[config.mk]
export PLATFORM = sky130hd
export DESIGN_NAME = sram_ctrl
export DESIGN_NICKNAME = d
export VERILOG_FILES = /design/src/rtl/sram_ctrl.sv
export SDC_FILE = /design/constraint.sdc
export NUM_CORES = 1
export LEC_CHECK = 0
export ABC_AREA = 1
export BUFFER_PORTS_ARGS = -buffer_cell sky130_fd_sc_hd__buf_2
export CORE_MARGIN = 8
export CORE_UTILIZATION = 38
export DETAILED_ROUTE_END_ITERATION = 10
export PLACE_DENSITY = 0.68
export RECOVER_POWER = 100
export SETUP_SLACK_MARGIN = 0.4
export SLEW_MARGIN = 20
export SYNTH_ARGS = -nofsm -noshare
export SYNTH_HDL_FRONTEND = slang
export SYNTH_SLANG_ARGS = --single-unit
[constraint.sdc]
create_clock -name clk -period 2.68 [get_ports clk]
set_clock_uncertainty 0.2 [all_clocks]
set_input_delay 0.536 -clock clk [delete_from_list [all_inputs] [get_ports clk]]
set_output_delay 0.536 -clock clk [all_outputs]
set_load 0.01 [all_outputs]
[src/rtl/sram_ctrl.sv]
// Multi-cycle controller for the external asynchronous 32-bit SRAM, with programmable wait states.
// Define SRAM_BYTE_WRITE_EN to use byte enables for partial writes; otherwise they go through read-modify-write.
module sram_ctrl #(
  parameter int unsigned WAIT_CYCLES = 2,
  parameter int unsigned SRAM_AW     = 20
) (
  input  logic               clk,
  input  logic               rst,
  input  logic               req_i,
  input  logic               we_i,
  input  logic [31:0]        addr_i,
  input  logic [3:0]         sel_i,
  input  logic [31:0]        data_i,
  input  logic               tlb_hit_i,
  input  logic               sram_ce_i,
  output logic [31:0]        data_o,
  output logic               ack_o,
  output logic               stall_o,
  output logic [SRAM_AW-1:0] sram_addr_o,
  input  logic [31:0]        sram_dq_i,
  output logic [31:0]        sram_dq_o,
  output logic               sram_dq_oe,
  output logic               sram_ce_n,
  output logic               sram_oe_n,
  output logic               sram_we_n,
  output logic [3:0]         sram_be_n
);

  typedef enum logic [2:0] {IDLE, RD, RMW_RD, WR, WR_HOLD, DONE} state_e;

  localparam logic [3:0] WAIT_LAST = 4'(WAIT_CYCLES - 1);

  state_e              state_q, state_d;
  logic [3:0]          cnt_q, cnt_d;
  logic [3:0]          sel_q, sel_d;
  logic [31:0]         wdata_q, wdata_d;
  logic [31:0]         rdata_q, rdata_d;
  logic [SRAM_AW-1:0]  addr_q, addr_d;
  logic                ce_n_q, ce_n_d;
  logic                oe_n_q, oe_n_d;
  logic                we_n_q, we_n_d;
  logic                dq_oe_q, dq_oe_d;
  logic [3:0]          be_n_q, be_n_d;
  logic                accept;
  logic                last;
  logic [3:0]          sel_nx;
  logic                unused_addr_bits;

  assign unused_addr_bits = ^{addr_i[31:SRAM_AW+2], addr_i[1:0]};

  always_comb begin
    accept  = (state_q == IDLE) & req_i & tlb_hit_i & sram_ce_i & ~rst;
    last    = (cnt_q == '0);
    state_d = state_q;
    case (state_q)
      IDLE: begin
        if (accept) begin
          if (!we_i)               state_d = RD;
          else if (sel_i == '0)    state_d = DONE;
`ifndef SRAM_BYTE_WRITE_EN
          else if (sel_i != '1)    state_d = RMW_RD;
`endif
          else                     state_d = WR;
        end
      end
      RD:      if (last) state_d = DONE;
      RMW_RD:  if (last) state_d = WR;
      WR:      if (last) state_d = WR_HOLD;
      WR_HOLD: state_d = DONE;
      DONE:    state_d = IDLE;
      default: state_d = IDLE;
    endcase
  end

  always_comb begin
    cnt_d = cnt_q;
    if (state_d != state_q) begin
      cnt_d = (state_d inside {RD, RMW_RD, WR}) ? WAIT_LAST : '0;
    end else if (cnt_q != '0) begin
      cnt_d = cnt_q - 4'd1;
    end
  end

  always_comb begin
    addr_d  = addr_q;
    sel_d   = sel_q;
    wdata_d = wdata_q;
    rdata_d = rdata_q;
    if (accept) begin
      addr_d  = addr_i[SRAM_AW+1:2];
      sel_d   = sel_i;
      wdata_d = data_i;
    end
    if (state_q == RD && last) begin
      rdata_d = sram_dq_i;
    end
`ifndef SRAM_BYTE_WRITE_EN
    // Merge happens on the last RMW read cycle so WR drives the full merged word from its first cycle.
    if (state_q == RMW_RD && last) begin
      for (int unsigned b = 0; b < 4; b++) begin
        wdata_d[8*b +: 8] = sel_q[b] ? wdata_q[8*b +: 8] : sram_dq_i[8*b +: 8];
      end
    end
`endif
  end

  // Strobes are derived from the next state so the pad outputs come straight from flops.
  always_comb begin
    sel_nx  = accept ? sel_i : sel_q;
    ce_n_d  = ~(state_d inside {RD, RMW_RD, WR, WR_HOLD});
    oe_n_d  = ~(state_d inside {RD, RMW_RD});
    we_n_d  = ~(state_d == WR);
    dq_oe_d = state_d inside {WR, WR_HOLD};
`ifdef SRAM_BYTE_WRITE_EN
    if (state_d inside {WR, WR_HOLD})      be_n_d = ~sel_nx;
    else if (state_d inside {RD, RMW_RD})  be_n_d = '0;
    else                                   be_n_d = '1;
`else
    be_n_d = ce_n_d ? '1 : '0;
`endif
  end

  always_ff @(posedge clk) begin
    if (rst) begin
      state_q <= IDLE;
      cnt_q   <= '0;
      sel_q   <= '0;
      wdata_q <= '0;
      rdata_q <= '0;
      addr_q  <= '0;
      ce_n_q  <= 1'b1;
      oe_n_q  <= 1'b1;
      we_n_q  <= 1'b1;
      dq_oe_q <= 1'b0;
      be_n_q  <= '1;
    end else begin
      state_q <= state_d;
      cnt_q   <= cnt_d;
      sel_q   <= sel_d;
      wdata_q <= wdata_d;
      rdata_q <= rdata_d;
      addr_q  <= addr_d;
      ce_n_q  <= ce_n_d;
      oe_n_q  <= oe_n_d;
      we_n_q  <= we_n_d;
      dq_oe_q <= dq_oe_d;
      be_n_q  <= be_n_d;
    end
  end

  assign data_o      = rdata_q;
  assign ack_o       = (state_q == DONE);
  assign stall_o     = accept | ((state_q != IDLE) & (state_q != DONE));
  assign sram_addr_o = addr_q;
  assign sram_dq_o   = wdata_q;
  assign sram_dq_oe  = dq_oe_q;
  assign sram_ce_n   = ce_n_q;
  assign sram_oe_n   = oe_n_q;
  assign sram_we_n   = we_n_q;
  assign sram_be_n   = be_n_q;

endmodule

==> out/metrics.cfg <==
[cells_and_area]
regArea_um2=1980
area_delta_synth_final_pct=27.3
final_cell_mix=122 x nor2_1, 99 x dfxtp_1, 97 x clkbuf_1
final_common_cell=nor2_1
multiInputGateArea_um2=1740
drive_gt1_share_pct=18.3
postLayoutCellArea_um2=5090
nets=803
final_cells=834
antenna_cells=0
fill_cells=1081

[min_path]
hold_class=in2reg
hold_path_depth=3
holdPathEnd=sram_addr_o[3]
min_from=addr_i[5]

[clocking]
clk_latency_ps=350
clock_sinks=99
cts.clk_slew.worst_paths_ps=90
cts-buffers-inserted=9
htreeDepth=3
clock_path_buffers=2
holdBufCountCts=0
ctsRootBufferMaster=clkbuf_8
cts_tree=built

[setup_path]
reg2reg_depth=8
cp.arrival_ps=2340
rrSetupSlack_ps=400
timing.rr.end=data_o[22]
critPathRequiredTime_ps=2730
critical_path_class=reg2reg
r2r-start=cnt_q[0]
cp_max_fo=16
cp-end-kind=register
worst_setup_path_start_kind=register

[logic_synthesis]
yosys-top-cells-area=dfxtp_1 50%, nor2_1 11%, o21ai_0 10%, nand2_1 9.0%, a31oi_1 5.2%
yosys_warnings=0
seq_area_frac_synth_pct=49.6
synth_cells=524
synth_top_area_share_pct=49.6
synth_nets=631
syn_area_per_cell_um2=7.63
yosys.area.top_type=dfxtp_1
yosys.cell_types.count=31
netlist_area_um2=4000
synth_edf_count=0
ys.flop_type=dfxtp_1
ys_seq_elements=99
synthArstFlopShare_pct=0

[detailed_routing]
num_vias=4076
ant_nets=0
first_pass_iters=5
drtIter0Drc=243
vias_per_cell=4.89
drc=0
wl_per_cell_um=15.3
wl_um=12700

[sta]
max_freq_mhz=438
rsz0062_at_grt=false
hold_viol=0
min_period_ps=2280
period_share_pct=85.3
worstMarginPinSlew_ps=787
setup_tns_ps=0
setup_viol=0
timing.final.max_slew_violations=0
max_slew_margin_pct=47.5

[placed_design]
gp_congestion=0.807
dp_hpwl_um=8970
io_buffer_count=187
place_area_um2=4920
numPlacedInstances=814

[power_and_ir_drop]
switchingPower_uw=1150
vdd_drop_max_mv=0.285
p_leak_uw=0.00224
power.density_nw_per_um2=703
switching_share_pct=32.2
p_seq_share_pct=48.3
comb_power_share_pct=24.9
internal_power_uw=2420
p_clk_share_pct=26.8

[floorplanning]
die_area_um2=14100
initial_core_util_pct=38.9
die_h_um=119
ios=200
fp.dieW_um=119
core_area_um2=10300
rows=37

[global_routing]
gr-usage-met2_pct=29.1
grt_usage_pct=17.3
grt_pass1_vias=4090
met1_usage_pct=19.6
top_usage_layer=met2
grt_max_degree=91
grt_use_met3_pct=5.62
grt-ovfl-total=0
grt_pass1_wl_um=20200
antenna_found_initial=0

[status]
status=completed

[job]
maxCapViolations=0

[flip-flops by register name, summed over array words and instances (netlist names)]
signal,cells
sram_be_n,1
cnt_q,4
sram_addr_o,20
sram_oe_n,1
sram_dq_o,32
data_o,32
sram_we_n,1
state_q,3
sel_q,4
sram_dq_oe,1
[cell usage after synthesis, types with 2 or more instances]
library cell	number
inv_1	12
nand4_1	2
o21ai_4	3
inv_2	2
nand2_1	96
buf_2	6
a31oi_1	33
clkbuf_1	20
buf_6	7
nor3_1	2
nor2_1	122
nand3_1	8
o21ai_0	81
o21ai_2	2
o21ai_1	6
a21oi_1	6
dfxtp_1	99
buf_4	4
[worst max-delay path, cell delays in order (launching register included)]
cell and delay (ps):
dfxtp_1 330, inv_1 100, ha_1 220, nand3_1 220, nor2_1 250, clkbuf_1 230
clkinvlp_4 380, nor2_1 190, nor2_1 60
[power groups by stage]
stage | clock (µW) | sequential, µW | combinational [µW]
after floorplan | 0 | 1810 | 511
after global placement | 0 | 1750 | 859
after detailed placement | 0 | 1750 | 886
after CTS | 990 | 1720 | 913
after global routing | 1040 | 1750 | 997
final | 958 | 1730 | 892
[final cells by class]
cell class / count / area share [%]
repair inverters: 1 / 0.148
well taps: 136 / 3.34
flip-flops and latches: 99 / 38.9
multi-input cells: 372 / 34.1
clock inverters: 2 / 0.738
repair buffers: 197 / 18.4
inverters: 16 / 1.33
clock buffers: 11 / 2.98
[cells by family (layout without fill, tap and decap cells)]
group | Yosys count | after routing | share of synthesized area, %
simple gates | 236 | 236 | 23.8
compound gates | 133 | 133 | 18.9
xor+xnor | 2 | 2 | 0.438
flops | 99 | 99 | 49.6
fa+ha+maj | 1 | 1 | 0.313
buf+inv | 53 | 227 | 6.95
[worst max-delay path by stage]
stage / start / to / slack [ps]
floorplan: rst / sram_be_n[2] / 770
global placement: cnt_q[0] / sram_dq_o[25] / 380
detailed placement: cnt_q[0] / sram_dq_o[30] / 210
CTS: cnt_q[0] / data_o[26] / 360
global route: cnt_q[0] / data_o[15] / 210
finish: cnt_q[0] / data_o[22] / 400
[stage by stage]
step | util (%) | total power [µW] | hold slack, ps | setup WS, ps
finish | 49.5 | 3580 | 201 | 395
global route | 49.5 | 3790 | 190 | 206
CTS | 50.6 | 3630 | 178 | 357
detailed placement | 47.9 | 2640 | 277 | 211
global placement | 47.9 | 2610 | 276 | 378
floorplan | - | 2320 | 251 | 769
[what timing repair did]
action                                  in CTS  in global routing
pin swaps                                    3                  1
gates resized for setup                      2                  7
hold endpoints to repair                     0                  0
gates cloned                                 0                  1
setup buffers                                4                  2
endpoints found under the setup margin      36                 72
[routing by layer]
| metal | vias up | routed length (µm) |
|---|---|---|
| met1 | 1857 | 5250 |
| met5 | - | 0 |
| li1 | 2060 | - |
| met3 | 24 | 948 |
| met2 | 135 | 6230 |
| met4 | 0 | 318 |
No activity file was read; power rests on OpenSTA's default activity.
